--- config.mk ---
export PLATFORM = sky130hd
export DESIGN_NAME = cpu_bus_arbiter
export DESIGN_NICKNAME = d
export VERILOG_FILES = /design/src/rtl/cpu_bus_arbiter.sv
export SDC_FILE = /design/constraint.sdc
export NUM_CORES = 1
export LEC_CHECK = 0
export BUFFER_PORTS_ARGS = -buffer_cell sky130_fd_sc_hd__buf_2
export CAP_MARGIN = 20
export CORE_AREA = 2 2 118 120
export CTS_CLUSTER_DIAMETER = 100
export DETAILED_ROUTE_END_ITERATION = 6
export DIE_AREA = 0 0 120 122
export PLACE_DENSITY_LB_ADDON = 0.2
export REMOVE_ABC_BUFFERS = 1
export SLEW_MARGIN = 0
export SYNTH_ARGS = -nofsm -noshare
export SYNTH_HDL_FRONTEND = slang
export SYNTH_SLANG_ARGS = --single-unit
--- constraint.sdc ---
create_clock -name clk -period 2.8 [get_ports clk]
set_input_delay 0.28 -clock clk [delete_from_list [all_inputs] [get_ports clk]]
set_output_delay 0.28 -clock clk [all_outputs]
set_load 0.05 [all_outputs]
--- src/rtl/cpu_bus_arbiter.sv ---
// Two-master arbiter for the CPU RAM/peripheral data port: single-beat grants,
// short locked bursts capped while the other master waits, and a CPU stall.
module cpu_bus_arbiter #(
    parameter int unsigned ADDR_W    = 32,
    parameter int unsigned DATA_W    = 32,
    parameter int unsigned MAX_BURST = 4
) (
    input  logic              clk,
    input  logic              reset,
    input  logic              m0_req,
    input  logic              m0_lock,
    input  logic              m0_wr,
    input  logic [ADDR_W-1:0] m0_addr,
    input  logic [DATA_W-1:0] m0_wdata,
    input  logic              m1_req,
    input  logic              m1_lock,
    input  logic              m1_wr,
    input  logic [ADDR_W-1:0] m1_addr,
    input  logic [DATA_W-1:0] m1_wdata,
    output logic              m0_gnt,
    output logic              m1_gnt,
    output logic              m0_rvalid,
    output logic              m1_rvalid,
    output logic [DATA_W-1:0] m0_rdata,
    output logic [DATA_W-1:0] m1_rdata,
    output logic              cpu_stall,
    output logic [ADDR_W-1:0] mem_addr,
    output logic [DATA_W-1:0] mem_wdata,
    output logic              mem_rd,
    output logic              mem_wr,
    input  logic [DATA_W-1:0] mem_rdata
);

    localparam int unsigned     CntW   = $clog2(MAX_BURST);
    localparam logic [CntW-1:0] CntMax = CntW'(MAX_BURST - 1);

    typedef enum logic [1:0] {StIdle, StG0, StG1} state_e;

    state_e            state_q, state_d;
    logic [CntW-1:0]   beat_q, beat_d;
    logic              last_q, last_d;   // 0: m0 owned last, 1: m1 owned last
    logic              rvalid0_q, rvalid1_q;
    logic [DATA_W-1:0] rdata0_q, rdata1_q;
    logic [CntW-1:0]   beat_inc;

    assign beat_inc = (beat_q == CntMax) ? beat_q : beat_q + CntW'(1);

    always_comb begin
        state_d = StIdle;
        beat_d  = '0;
        unique case (state_q)
            StIdle: begin
                if (m0_req && m1_req) state_d = last_q ? StG0 : StG1;
                else if (m0_req)      state_d = StG0;
                else if (m1_req)      state_d = StG1;
            end
            StG0: begin
                if (m0_req && m0_lock && (!m1_req || beat_q < CntMax)) begin
                    state_d = StG0;
                    beat_d  = beat_inc;
                end else if (m1_req) begin
                    state_d = StG1;
                end else if (m0_req) begin
                    state_d = StG0;
                end
            end
            StG1: begin
                if (m1_req && m1_lock && (!m0_req || beat_q < CntMax)) begin
                    state_d = StG1;
                    beat_d  = beat_inc;
                end else if (m0_req) begin
                    state_d = StG0;
                end else if (m1_req) begin
                    state_d = StG1;
                end
            end
            default: state_d = StIdle;
        endcase
    end

    always_comb begin
        last_d = last_q;
        if (state_d == StG0) last_d = 1'b0;
        if (state_d == StG1) last_d = 1'b1;
    end

    always_comb begin
        m0_gnt    = (state_q == StG0);
        m1_gnt    = (state_q == StG1);
        mem_addr  = '0;
        mem_wdata = '0;
        mem_rd    = 1'b0;
        mem_wr    = 1'b0;
        if (m0_gnt && m0_req) begin
            mem_addr  = m0_addr;
            mem_wdata = m0_wdata;
            mem_rd    = !m0_wr;
            mem_wr    = m0_wr;
        end else if (m1_gnt && m1_req) begin
            mem_addr  = m1_addr;
            mem_wdata = m1_wdata;
            mem_rd    = !m1_wr;
            mem_wr    = m1_wr;
        end
        cpu_stall = m0_req && !m0_gnt;
    end

    always_ff @(posedge clk or negedge reset) begin
        if (!reset) begin
            state_q   <= StIdle;
            beat_q    <= '0;
            last_q    <= 1'b1;
            rvalid0_q <= 1'b0;
            rvalid1_q <= 1'b0;
            rdata0_q  <= '0;
            rdata1_q  <= '0;
        end else begin
            state_q   <= state_d;
            beat_q    <= beat_d;
            last_q    <= last_d;
            rvalid0_q <= m0_gnt && m0_req && !m0_wr;
            rvalid1_q <= m1_gnt && m1_req && !m1_wr;
            if (m0_gnt && m0_req && !m0_wr) rdata0_q <= mem_rdata;
            if (m1_gnt && m1_req && !m1_wr) rdata1_q <= mem_rdata;
        end
    end

    assign m0_rvalid = rvalid0_q;
    assign m1_rvalid = rvalid1_q;
    assign m0_rdata  = rdata0_q;
    assign m1_rdata  = rdata1_q;

endmodule
==> metrics.log <==
[metrics] run status: complete, no violations
[metrics] setup repair after global routing missed its margin: false
[metrics] count of routing violations after the opening detailed-route iteration: 144
[metrics] number of port buffers: 302
[metrics] overall via count from detail_route: 3496
[metrics] Slew headroom: 71.6%
[metrics] Worst setup endpoint: mem_addr[19]
[metrics] sum of buffers and inverters on the critical path: 3
[metrics] share of final-layout standard cells stronger than drive strength 1: 68.8%
[metrics] routed wire length: 13600 µm
[metrics] cell area power density: 1370 nW/µm²
[metrics] global-route wire length before repair: 19400 µm
[metrics] average routed wire per standard cell: 18.1 µm
[metrics] CTS tree: built
[metrics] vias in the first global route: 3540
[metrics] number of optimization iterations in the first detailed-route pass: 4
[metrics] Slowest Stage Delay on Critical Path: 0.40 ns
[metrics] ratio of routed vias to standard cells: 4.65
[metrics] cell area after synthesis: 3630 µm²
[metrics] final core utilization: 41.6%
[metrics] largest net degree at the start of global routing: 65
[metrics] min cycle time layout: 2.59 ns
[metrics] synth-to-layout area growth: 54.7%
[metrics] CTS H-tree depth: 3
[metrics] post-CTS clock slew at the launch and capture registers of the worst setup and hold paths: 0.05 ns
[metrics] achievable frequency: 386 MHz
[metrics] setup violation total in the final timing report: 0
[metrics] FP Rows: 43
[metrics] flops & latches, synth: 71
[metrics] nature of the critical path startpoint: flop
[metrics] chip height: 122 µm
[metrics] slack of the worst reg-to-reg path: 0.68 ns
[metrics] Net count, final: 738
[metrics] all-layer global routing usage: 17.4%
[metrics] sequential fraction of the synthesis area: 49.0%
[metrics] leakage power figure: 3.13 nW
[metrics] Top delay family on crit path: buffers and inverters
[metrics] Final Max Slew Viols: 0
[metrics] count of cell instances traversed by the critical path: 6
[metrics] Avg Cell Area, Syn: 13.7 µm²
[metrics] number of distinct standard cells referenced by the synthesized netlist: 30
[metrics] non-filler cells in the finished layout: 752
[metrics] length in cells of the worst reg-to-reg path: 6
[metrics] gp weighted congestion: 0.929
[metrics] commonest cells after routing, fill and taps aside: buf_2, dfrtp_1, a22o_1
[metrics] Root Buffer: clkbuf_16
[metrics] post-CTS setup buffers: 0
[metrics] Crit Reg-Reg Endpoint: m0_rdata[9]$_DFFE_PN0P_
[metrics] floorplan die area: 14600 µm²
[metrics] list of cells traversed by the critical path: inv_1, ha_1, and2_2, buf_4, a22o_1, buf_2
[metrics] Die W: 120 µm
[metrics] share of the clock period used by the worst path after layout: 92.6%
[metrics] worst hold path type: input port to flop
[metrics] I/O pins: 303
[metrics] number of warnings reported in the yosys synthesis log: 0
[metrics] timing startpoint of the critical path: state_q[1]$_DFF_PN0_
[metrics] Placed Instances: 733
[metrics] total power: 7.70 mW
[metrics] clock insertion delay at the later pin of the skew report: 0.32 ns
[metrics] maximum clock path buffer count: 2
[metrics] max-cap check violation count: 0
[metrics] CP max stage cell: dfrtp_1
[metrics] setup skew after layout: 0.00427 ns
[metrics] nature of the critical path endpoint: primary output
[metrics] final HPWL from detailed placement: 10900 µm
[metrics] TritonCTS Buffers: 9
[metrics] Cells after Synth: 265
[metrics] top fanout value on the critical path: 30
[metrics] Core ar.: 13500 µm²
[metrics] peak supply drop: 728 µV
[metrics] final routed DRC violation total: 0
[metrics] most frequent standard cell in the layout excluding fill and tap cells: buf_2
[metrics] ANT nets after route: 0
[metrics] starting utilization of the core area: 26.9%
[metrics] Worst Path Required: 2.52 ns
[metrics] Critical Setup Path Class: flop to primary output
[metrics] antenna violations before repair: 1
[metrics] Final Hold Vio Count: 0
[metrics] data arrival time of the critical path: 2.31 ns
[metrics] source of the worst register-to-register timing path: state_q[1]$_DFF_PN0_
[metrics] total number of clock tree sinks: 71
[metrics] slew at the pin closest to its max-slew limit: 0.426 ns
[metrics] remaining global-route overflow: 0
==> logic make-up after synthesis <==
family	count (synthesis)	synth area share [%]
mux	65	24.0
buf+inv	29	4.86
simple gates	19	2.69
compound gates	76	17.7
fa+ha+maj	5	1.72
flops	71	49.0
==> registers in the layout, summed over array words and instances, names as in the netlist <==
name	flops
m1_rdata	32
beat_q	2
m0_rdata	32
m1_rvalid	1
m0_rvalid	1
last_q	1
state_q	2
==> Yosys cell counts, drive strengths merged <==
| master | count | area, µm² |
|---|---|---|
| a21oi | 1 | 5.00 |
| a22o | 64 | 561 |
| a31oi | 2 | 12.5 |
| a32oi | 1 | 8.76 |
| and2 | 1 | 6.26 |
| and3 | 3 | 18.8 |
| buf | 18 | 128 |
| clkbuf | 2 | 7.51 |
| clkinv | 1 | 3.75 |
| dfrtp | 70 | 1750 |
| dfstp | 1 | 26.3 |
| ha | 5 | 62.6 |
| inv | 8 | 37.5 |
| mux2 | 65 | 871 |
| nand2 | 4 | 15.0 |
| nand2b | 1 | 8.76 |
| nand3 | 3 | 15.0 |
| nor2 | 5 | 21.3 |
| nor2b | 1 | 6.26 |
| o21ai | 4 | 20.0 |
| o22ai | 1 | 6.26 |
| o311a | 2 | 20.0 |
| o311ai | 1 | 8.76 |
| or2 | 1 | 6.26 |
==> worst min path at each step <==
stage | from | to | slack [ns] | depth (start not counted)
2_1_floorplan | reset | beat_q[0]$_DFF_PN0_ | -0.02 | 0
5_1_grt | mem_rdata[3] | m1_rdata[3]$_DFFE_PN0P_ | 0.19 | 2
3_5_place_dp | reset | m1_rdata[9]$_DFFE_PN0P_ | 0.21 | 1
3_3_place_gp | reset | m1_rdata[9]$_DFFE_PN0P_ | 0.20 | 1
6_report | mem_rdata[3] | m1_rdata[3]$_DFFE_PN0P_ | 0.20 | 2
4_1_cts | mem_rdata[3] | m1_rdata[3]$_DFFE_PN0P_ | 0.18 | 2
==> power by group <==
part / internal [mW] / total (mW) / switching (mW)
registers: 1.52 / 1.78 / 0.262
clock network: 0.697 / 1.08 / 0.379
logic: 1.38 / 4.84 / 3.46
total: 3.60 / 7.70 / 4.10
==> metrics by stage <==
| stage | area, µm² | hold WS (ns) | setup slack, ns | TNS, ns |
|---|---|---|---|---|
| global placement | 5310 | 0.203 | 0.598 | 0 |
| CTS | 5610 | 0.183 | 0.162 | 0 |
| floorplan | 3490 | -0.0156 | -1.15 | -96.51 |
| detailed placement | 5310 | 0.205 | 0.528 | 0 |
| global route | 5610 | 0.190 | 0.00411 | 0 |
| finish | 5610 | 0.201 | 0.207 | 0 |
==> routing by layer <==
metal  wire (µm)  share of wire, %  GRT usage [%]  up-vias
met2        6670                49           28.6      188
met4         259               1.9           6.69        0
li1            -                 -              -     1609
met5           0                 0              0        -
met1        5360                39           20.7     1676
met3        1290               9.5           6.41       23
==> area by class of cell <==
| type | count | area (µm²) |
|---|---|---|
| inverter | 9 | 41.3 |
| antenna | 2 | 5.00 |
| sequential | 71 | 1780 |
| multi-input combinational | 165 | 1680 |
| fill | 1366 | 7890 |
| clock buffer | 16 | 292 |
| timing repair buffer | 309 | 1590 |
| tap | 180 | 225 |
==> timing repair <==
item / in CTS / in global routing
hold buffers: 1 / 0
gates resized for setup: 0 / 0
hold endpoints to repair: 14 / 0
(Power assumes the default switching activity.)
